$ cat src/rtl/bcd_scan_display.sv
// Six-digit BCD display scanner: snapshots x5..x0 once per frame, strobes one digit at a time.
// Registered outputs (1-cycle latency), leading-zero blanking and an expiry blink at 00:00:00.
module bcd_scan_display #(
  parameter int SCAN_DIV     = 4,
  parameter int BLINK_FRAMES = 8
) (
  input  logic       clk,
  input  logic       rst,
  input  logic [3:0] x5,
  input  logic [3:0] x4,
  input  logic [3:0] x3,
  input  logic [3:0] x2,
  input  logic [3:0] x1,
  input  logic [3:0] x0,
  input  logic       lzb,
  input  logic       blink_en,
  output logic [6:0] seg,
  output logic [5:0] an,
  output logic       dp,
  output logic       frame_done
);

  localparam int PW = (SCAN_DIV > 1) ? $clog2(SCAN_DIV) : 1;
  localparam int CW = $clog2(BLINK_FRAMES + 1);
  localparam logic [PW-1:0] PRE_LAST = PW'(SCAN_DIV - 1);
  localparam logic [CW-1:0] BF_CNT   = CW'(BLINK_FRAMES);

  logic [PW-1:0]     pre_q, pre_d;
  logic [2:0]        idx_q, idx_d;
  logic [5:0][3:0]   shadow_q, shadow_d;
  logic [CW-1:0]     bcnt_q, bcnt_d;
  logic              phase_q, phase_d;
  logic [6:0]        seg_q, seg_d;
  logic [5:0]        an_q, an_d;
  logic              dp_q, dp_d;
  logic              fd_q, fd_d;

  logic              frame_start;
  logic              zero;
  logic              blank;
  logic              run_zero;
  logic [5:0]        lead_zero;
  logic [3:0]        digit;
  logic [6:0]        code;

  always_comb begin
    frame_start = (idx_q == 3'd5) && (pre_q == '0);

    pre_d = (pre_q == PRE_LAST) ? '0 : pre_q + PW'(1);
    idx_d = idx_q;
    if (pre_q == PRE_LAST) begin
      idx_d = (idx_q == 3'd0) ? 3'd5 : idx_q - 3'd1;
    end

    // Decode from the incoming snapshot so the first strobe of a frame is already current.
    shadow_d = frame_start ? {x5, x4, x3, x2, x1, x0} : shadow_q;

    bcnt_d  = bcnt_q;
    phase_d = phase_q;
    zero    = (shadow_d == '0) && blink_en;
    if (frame_start) begin
      if (!zero) begin
        bcnt_d  = '0;
        phase_d = 1'b1;
      end else if (bcnt_q == BF_CNT) begin
        bcnt_d  = CW'(1);
        phase_d = ~phase_q;
      end else begin
        bcnt_d = bcnt_q + CW'(1);
      end
    end

    run_zero = 1'b1;
    for (int i = 5; i >= 0; i--) begin
      run_zero     = run_zero && (shadow_d[i] == 4'd0);
      lead_zero[i] = run_zero;
    end

    digit = 4'd0;
    case (idx_q)
      3'd0:    digit = shadow_d[0];
      3'd1:    digit = shadow_d[1];
      3'd2:    digit = shadow_d[2];
      3'd3:    digit = shadow_d[3];
      3'd4:    digit = shadow_d[4];
      default: digit = shadow_d[5];
    endcase

    case (digit)
      4'd0:    code = 7'h40;
      4'd1:    code = 7'h79;
      4'd2:    code = 7'h24;
      4'd3:    code = 7'h30;
      4'd4:    code = 7'h19;
      4'd5:    code = 7'h12;
      4'd6:    code = 7'h02;
      4'd7:    code = 7'h78;
      4'd8:    code = 7'h00;
      4'd9:    code = 7'h10;
      default: code = 7'h3F;
    endcase

    blank = lzb && (idx_q >= 3'd2) && (idx_q <= 3'd5) && lead_zero[idx_q];

    seg_d = (!phase_d || blank) ? 7'h7F : code;
    an_d  = !phase_d ? 6'h3F : ~(6'b1 << idx_q);
    dp_d  = blank ? 1'b1 : !((idx_q == 3'd4) || (idx_q == 3'd2));
    fd_d  = (idx_q == 3'd0) && (pre_q == PRE_LAST);
  end

  always_ff @(posedge clk or posedge rst) begin
    if (rst) begin
      pre_q    <= '0;
      idx_q    <= 3'd5;
      shadow_q <= '0;
      bcnt_q   <= '0;
      phase_q  <= 1'b1;
      seg_q    <= 7'h7F;
      an_q     <= 6'h3F;
      dp_q     <= 1'b1;
      fd_q     <= 1'b0;
    end else begin
      pre_q    <= pre_d;
      idx_q    <= idx_d;
      shadow_q <= shadow_d;
      bcnt_q   <= bcnt_d;
      phase_q  <= phase_d;
      seg_q    <= seg_d;
      an_q     <= an_d;
      dp_q     <= dp_d;
      fd_q     <= fd_d;
    end
  end

  assign seg        = seg_q;
  assign an         = an_q;
  assign dp         = dp_q;
  assign frame_done = fd_q;

endmodule

$ cat config.mk
export PLATFORM = sky130hd
export DESIGN_NAME = bcd_scan_display
export DESIGN_NICKNAME = d
export VERILOG_FILES = /design/src/rtl/bcd_scan_display.sv
export SDC_FILE = /design/constraint.sdc
export NUM_CORES = 1
export LEC_CHECK = 0
export ABC_CLOCK_PERIOD_IN_PS = 4200
export BUFFER_PORTS_ARGS = -buffer_cell sky130_fd_sc_hd__buf_2
export CAP_MARGIN = 20
export CORE_ASPECT_RATIO = 2
export CORE_MARGIN = 1
export CORE_UTILIZATION = 38
export CTS_CLUSTER_DIAMETER = 30
export DETAILED_ROUTE_END_ITERATION = 8
export HOLD_SLACK_MARGIN = 0.08
export PLACE_DENSITY = 0.66
export SYNTH_ARGS = -nofsm -noshare
export SYNTH_HDL_FRONTEND = slang
export SYNTH_SLANG_ARGS = --single-unit
$ cat constraint.sdc
create_clock -name clk -period 4.2 [get_ports clk]
set_input_delay 0.21 -clock clk [delete_from_list [all_inputs] [get_ports clk]]
set_output_delay 0.21 -clock clk [all_outputs]
set_load 0.005 [all_outputs]
# == Yosys cells after proc, flatten, opt, wreduce, memory -nomap -nowiden ==
# Memories as Yosys holds them, arrays and structs flattened.
# Cells that the tools add are included.
# totals
ff_bits,49
mem_bits_ro,112
input_bits,28
output_inout_bits,15
wordCells,69
n_memories,1
# op_classes
n_addsub,3
n_lt_le_gt_ge,3
eq_ne,7
n_shift,1
muxes,14
n_bitwise,2
n_reduce_logical,24
# memory_table
memory,words,word_bits,read_ports,rd_ports_with_merged_regs,write_ports,line,rtl
(name not given),16,7,1,0,0,89,case (digit)
# op_table
operator,count
zero test 24 bit,1
zero test 4 bit,6
2-to-1 mux 24 bit,1
case mux 4 bit (5 select lines),1
logical AND 1 bit,11
2-to-1 mux 4 bit,2
2-to-1 mux 7 bit,1
== test 3 x 2 -> 1 bit (second input constant),2
== test 3 bit (second input constant),2
2-to-1 mux 6 bit,1
inverter 6 bit,1
left shift 1 x 3 -> 6 bit (first input constant),1
2-to-1 mux 1 bit,5
adder 4 x 1 -> 4 bit (second input constant),1
== test 4 bit (second input constant),1
< comparator 3 x 4 -> 1 bit (second input constant),1
binary-select mux 1 bit (select 3 bit),1
== test 3 x 1 -> 1 bit (second input constant),1
>= comparator 3 x 2 -> 1 bit (second input constant),1
less-or-equal comparator 3 bit (second input constant),1
zero test 3 bit,1
2-to-1 mux 3 bit,1
subtractor 3 x 1 -> 3 bit (second input constant),1
adder 2 x 1 -> 2 bit (second input constant),1
other kinds (6),8

# == Longest topological paths before layout ==
# Gate-level depths: netlist (run 1).
# depth
ltp_word,14
ltp_mapped,11
depth_no_buf,11

# == Worst setup path after synthesis (run 1) ==
# OpenSTA, ideal clock, no wires.
# synth_timing
kind,reg-to-reg
start,register idx_q[0]
end,"register seg_q[3], in the netlist seg[3]"
setup_time_ps,84
t_arrival_ps,2063
t_required_ps,4116
setup_slack_ps,2053
stages_incl_launch_ff,10
n_path_buf,2
period_less_slack_ps,2147
path_cell_list,dfstp_2 buf_4 clkbuf_1 o31ai_1 nor3_1 inv_1 ha_1 inv_1 mux2i_1 o2111ai_1
# synth_between
elab_chain_len,14
word_cells_on_any_way,35
cone_classes,order compare: 2; eq/ne: 5; mux: 7; reduce/logical: 20; memory: 1
# synth_rtl
element,line,rtl
from (decl),29,"logic [2:0] idx_q, idx_d;"
from (signal assigned),124,idx_q <= idx_d;
== test 3 bit,47,frame_start = (idx_q == 3'd5) && (pre_q == '0);
logical AND 1 bit,47,
2-to-1 mux 24 bit,56,"shadow_d = frame_start ? {x5, x4, x3, x2, x1, x0} : shadow_q;"
zero test 4 bit,75,run_zero = run_zero && (shadow_d[i] == 4'd0);
logical AND 1 bit (5 in a row),75,
binary-select mux 1 bit (select 3 bit),103,blank = lzb && (idx_q >= 3'd2) && (idx_q <= 3'd5) && lead_zero[idx_q];
2-to-1 mux 1 bit (implied by the code),103,
logical AND 1 bit,103,
logical OR 1 bit,105,seg_d = (!phase_d || blank) ? 7'h7F : code;
2-to-1 mux 7 bit *,105,
net seg_d[3],33,"logic [6:0] seg_q, seg_d;"
to (signal assigned),128,seg_q <= seg_d;
to (decl),33,
# The timed path passes the listed nets; every way through them passes the cells marked *. The select of a mux whose other input is x is not followed.
# A chain may end at the register's enable or synchronous reset.

# == Worst setup path in the final report (run 1) ==
# layout_timing
start,register idx_q[1]
end,"register seg_q[5], in the netlist seg[5]"
# The elaborated chain is that of the path after synthesis.

==> flow_summary.toml, run 1 <==
[run_status]
outcome = "finished, final reports clean"

[die]
ios = 43
fp.coreArea_um2 = 6620
die_y_um = 119
rows = 42
die_area_um2 = 7170
die_x_um = 60.4
start_util_pct = 39.1

[clock_network]
clk_transition_reported_paths_ns = 0.06
cts_max_level = 2
cts_sinks = 49
cts_tree = "done"
cts_setup_buffers = 0
clock_path_buffers = 2
ctsHoldBuffers = 0
clk_latency_ns = 0.29
cts_made_buffers = 5
post_cts_resized = 0
cts-root-buf = "clkbuf_16"

[timing]
drv_slew = 0
finalSetupViolCount = 0
maxSlewHeadroom_pct = 41.3
finalSetupTns_ns = 0
whs_ns = 0.116
final_hold_viol_count = 0
tightestPinTransition_ns = 0.881
min_period_ns = 2.84
clock_skew_ns = 0.00589
rsz0062_at_grt = "no"
finalCritPeriodShare_pct = 67.5
max_freq_ghz = 0.353

[worst_setup_path]
start_kind = "flop"
end_kind = "flop"
path_delay_family = "flip-flops"
cpPeakStageDelay_ns = 0.92
rr_worst_depth = 7
required_ns = 4.39
critPathLaunch = "idx_q[1]"
slowest_stage = "dfrtp_1"
arrival_ns = 3.03
r2r_setup_slack_ns = 1.36
crit_type = "reg2reg"
reg2reg_to = "seg[5]"
crit_chain = "nand4b_4, mux2i_1, a32o_1, inv_1, ha_1, a21oi_1, o2111ai_1"
cp_max_fo = 31
reg2reg_from = "idx_q[1]"
critPathBufInv = 1

[logic_synthesis]
synth_top_cell_by_area = "dfrtp_1"
synthesis.nets = 315
synth_most_common_cell = "nand2_1"
synth_area_um2 = 2590
synth.distinct_cells = 52
ys_warn_count = 0
synth-seq-cells = 49
synthCells = 278
yosysSeqAreaShare_pct = 48.1
synthTopCellsByArea = "dfrtp_1 31%, dfstp_2 17%, nand2_1 11%, ha_1 4.3%, mux2i_1 3.9%"
syn_avg_cell_area_um2 = 9.32
synth_enable_flop_cells = 0
async_flop_share_pct = 100
ys.flop_type = "dfrtp_1"
synth_top_area_share_pct = 30.9
ys_top_cells_by_count = "75 x nand2_1, 32 x dfrtp_1, 17 x dfstp_2, 15 x inv_1"

[power_and_ir_drop]
totalPowerFinal_mw = 1.03
p_comb_share_pct = 7.6
clkPwrFrac_pct = 43.4
p_sw_mw = 0.224
seqPwrFrac_pct = 49.0
p_per_area_nw_per_um2 = 339
p_sw_share_pct = 21.7
ir_drop_v = 0.000246
p_int_mw = 0.808
leakage_nw = 1.43

[route]
via_per_inst = 5.24
drtAntennaViolNets = 0
routed_wl_mm = 6.18
dr.first_iter.drc_count = 53
drtPass1Iterations = 4
drc = 0
via_count = 2129
wl_per_cell_um = 15.2

[placement]
hpwl_mm = 4.53
dp_cells = 396
numPortBuffers = 42
place_congestion = 0.937

[job]
cap_violations = 0

[grt]
grt_first_pass_wirelength_mm = 10.2
grt.met1_usage_pct = 20.9
grt.busiest_layer = "met2"
grt_pass1_vias = 2075
grt_use_met2_pct = 35.0
antenna_found_initial = 0
grt_max_degree = 50
grt_util_met3_pct = 3.61
track_usage_pct = 19.5
grt_remaining_overflow = 0

[cells_and_area]
diodes = 0
area_delta_synth_final_pct = 17.6
finish.utilization_pct = 46.0
drive_above_1_share_pct = 23.6
fin_nets = 354
finalNonFillerCells = 406

[hold_path]
min_from = "x3[3]"
hold_path_end = "shadow_q[15]"
hold_path_depth = 3
hold_class = "in2reg"
cells in the final DEF, fill, tap and decap left out, drive strengths merged, types with 2 or more instances in the layout:
cell type,netlist,layout
a211o,2,2
a211oi,3,3
a21oi,6,6
a221o,2,2
buf,8,44
clkbuf,5,6
dfrtp,32,32
dfstp,17,17
ha,9,9
inv,15,15
mux2,2,2
mux2i,10,10
nand2,75,75
nand2b,4,4
nand3,9,9
nand4,3,3
nor2,10,10
nor2b,4,4
nor3,7,7
nor3b,3,3
nor4,10,10
o2111ai,5,5
o21ai,14,14
o21bai,2,2
layer usage:
metal | routed length [um] | vias up | share of wire, %
met5 | 0 | - | 0
met4 | 143 | 0 | 2.3
met3 | 167 | 7 | 2.7
met2 | 3480 | 40 | 56
met1 | 2390 | 1035 | 39
li1 | - | 1047 | -
cells by family (layout without fill, tap and decap cells):
| family | Yosys count | in the layout | synth area share, % |
|---|---|---|---|
| xor+xnor | 1 | 1 | 0.338 |
| mux | 12 | 12 | 4.88 |
| simple gates | 134 | 134 | 24.8 |
| buf+inv | 28 | 68 | 4.68 |
| fa+ha+maj | 9 | 9 | 4.35 |
| compound gates | 45 | 45 | 12.8 |
| flops | 49 | 49 | 48.1 |
per-stage QoR:
| stage | worst slack (ns) | cell area [um^2] |
|---|---|---|
| finish | 1.36 | 3050 |
| global route | 1.17 | 3050 |
| CTS | 1.41 | 3020 |
| detailed placement | 1.41 | 2850 |
| global placement | 1.48 | 2850 |
| floorplan | 2.05 | 2590 |
state kept, by name, summed over array words and instances (netlist names):
name	count
an	6
bcnt_q	4
dp	1
frame_done	1
idx_q	3
phase_q	1
pre_q	2
seg	7
shadow_q	24
worst register-to-register path: cells and delay by family (launching register included):
| kind | cells | cell delay, ns |
|---|---|---|
| muxes | 1 | 0.29 |
| buffers and inverters | 1 | 0.12 |
| and+or+nand+nor | 1 | 0.53 |
| DFF | 1 | 0.92 |
| AOI/OAI and AO/OA | 3 | 0.65 |
| adders and majority gates | 1 | 0.23 |
cell type report:
class | instances | area, um^2
clock inverter | 2 | 33.8
inverter | 15 | 56.3
tap | 88 | 110
timing repair buffer | 45 | 248
multi-input combinational | 201 | 1220
fill | 700 | 3570
sequential | 49 | 1250
clock buffer | 6 | 129
how the worst max path moves through the flow:
stage                        end  cells past startpoint
after global placement    seg[4]                      5
after detailed placement  seg[5]                      7
after floorplan           seg[3]                      9
final                     seg[5]                      7
after CTS                 seg[5]                      7
after global routing      seg[5]                      7
power by group through the flow:
stage	sequential, mW	clock, mW	combinational [mW]
CTS	0.506	0.454	0.0769
global route	0.508	0.474	0.0893
global placement	0.514	0	0.0754
floorplan	0.511	0	0.0419
finish	0.506	0.448	0.0786
detailed placement	0.514	0	0.0766
No activity file was read; power rests on OpenSTA's default activity.
==> inputs of run 2 (changes only) <==
Settings changed: ABC_CLOCK_PERIOD_IN_PS 4200 to 2600, PLACE_DENSITY 0.66 to 0.68.
Clock period 4.2 ns to 2.6 ns, I/O delays scaled along.
==> flow_summary.toml, run 2 (synthesis gave the netlist of run 1 again) <==
[cells_and_area]
drive_above_1_share_pct = 24.1
mostFrequentLayoutCells = "75 x nand2_1, 42 x buf_2, 32 x dfrtp_1"
largest_reg_flops = 24
fin_nets = 384
final_common_cell = "nand2_1"
diodes = 0
regMostFlops = "shadow_q"
area_delta_synth_final_pct = 28.8

[power_and_ir_drop]
p_per_area_nw_per_um2 = 517
ir_drop_v = 0.000355
leakage_nw = 1.57
totalPowerFinal_mw = 1.72

[timing]
clock_skew_ns = 0.00419
finalCritPeriodShare_pct = 91.6
drv_slew = 0
finalSetupViolCount = 0
max_freq_ghz = 0.420
tightestPinTransition_ns = 0.541
final_hold_viol_count = 0
finalSetupTns_ns = 0
maxSlewHeadroom_pct = 63.4
whs_ns = 0.120
setup_ws_ns = 0.219
min_period_ns = 2.38
rsz0062_at_grt = "no"

[placement]
dp_slack_ns = 0.250
numPortBuffers = 42
place_congestion = 0.841
hpwl_mm = 4.58

[die]
ios = 43
start_util_pct = 39.1
die_y_um = 119
die_x_um = 60.4
rows = 42
die_area_um2 = 7170
fp.coreArea_um2 = 6620

[worst_setup_path]
cpPeakStageDelay_ns = 0.57
crit_chain = "inv_1, ha_1, and4b_1, mux2i_1, buf_4, o41ai_1, a211o_1, o21bai_1"
required_ns = 2.82
path_delay_family = "compound AO/OA/AOI/OAI gates"
cp_max_fo = 6
reg2reg_from = "pre_q[0]"
r2r_setup_slack_ns = 0.22
slowest_stage = "o41ai_1"
rr_worst_depth = 8
critPathBufInv = 2
crit_type = "reg2reg"
reg2reg_to = "seg[6]"
start_kind = "flop"
end_kind = "flop"
arrival_ns = 2.61

[clock_network]
cts_sinks = 49
cts_setup_buffers = 0
cts_tree = "done"
cts-root-buf = "clkbuf_16"
post_cts_resized = 0
clk_latency_ns = 0.29
clk_transition_reported_paths_ns = 0.06
cts_max_level = 2
cts_made_buffers = 5
clock_path_buffers = 2
ctsHoldBuffers = 22

[grt]
track_usage_pct = 19.7
grt_max_degree = 50
grt_first_pass_wirelength_mm = 10.4
antenna_found_initial = 0
grt_remaining_overflow = 0
grt_pass1_vias = 2198

[job]
cap_violations = 0

[route]
dr.first_iter.drc_count = 64
routed_wl_mm = 6.17
via_per_inst = 5.10
via_count = 2224
wl_per_cell_um = 14.1
drtAntennaViolNets = 0
drtPass1Iterations = 5
drc = 0

[hold_path]
hold_path_end = "shadow_q[21]"
hold_class = "in2reg"
hold_path_depth = 3
min_from = "x5[1]"

[run_status]
outcome = "finished, final reports clean"
[run 2: cell count changes in the layout (fill, tap and decap cells not counted)]
cell / before / now
buf_4: 1 / 9
clkbuf_8: 0 / 1
clkinv_1: 1 / 0
dlygate4sd3_1: 1 / 23
[run 2: final cells by class]
cell class,count,area [um^2]
fillers,652,3280
clock inverters,1,30.0
repair buffers,75,528
multi-input cells,201,1220
flip-flops and latches,49,1250
clock buffers,7,143
inverters,15,56.3
well taps,88,110
[run 2: worst max-delay path by stage]
stage / startpoint / depth (start not counted) / to / slack, ns
after floorplan: idx_q[0] / 9 / seg[3] / 0.45
after global placement: pre_q[0] / 8 / seg[6] / 0.25
after detailed placement: pre_q[0] / 8 / seg[6] / 0.25
after CTS: pre_q[0] / 8 / seg[6] / 0.20
after global routing: pre_q[0] / 8 / seg[6] / 0.05
final: pre_q[0] / 8 / seg[6] / 0.22
[run 2: worst register-to-register path: stages, from the launching register on]
cell and delay [ns]:
dfrtp_1 0.40, inv_1 0.06, ha_1 0.27, and4b_1 0.39, mux2i_1 0.11, buf_4 0.17, o41ai_1 0.57, a211o_1 0.23
o21bai_1 0.12
[run 2: report_power, final]
group	leakage [nW]	internal (mW)	switching [mW]
sequential	0.565	0.799	0.0191
combinational	0.917	0.0798	0.0749
clock	0.0841	0.480	0.272
[run 2: metal layers]
metal,part of all wire (%),track usage [%]
met2,57,34.4
met5,0,0
met3,2.4,2.74
met1,37,20.4
met4,4.5,12.8
[run 2: metrics by stage]
step | instance area [um^2] | cells | utilization, %
2_1_floorplan | 2590 | 278 | -
3_3_place_gp | 2910 | 404 | 44.0
3_5_place_dp | 2910 | 404 | 44.0
4_1_cts | 3310 | 434 | 49.9
5_1_grt | 3340 | 436 | 50.4
6_report | 3340 | 436 | 50.4
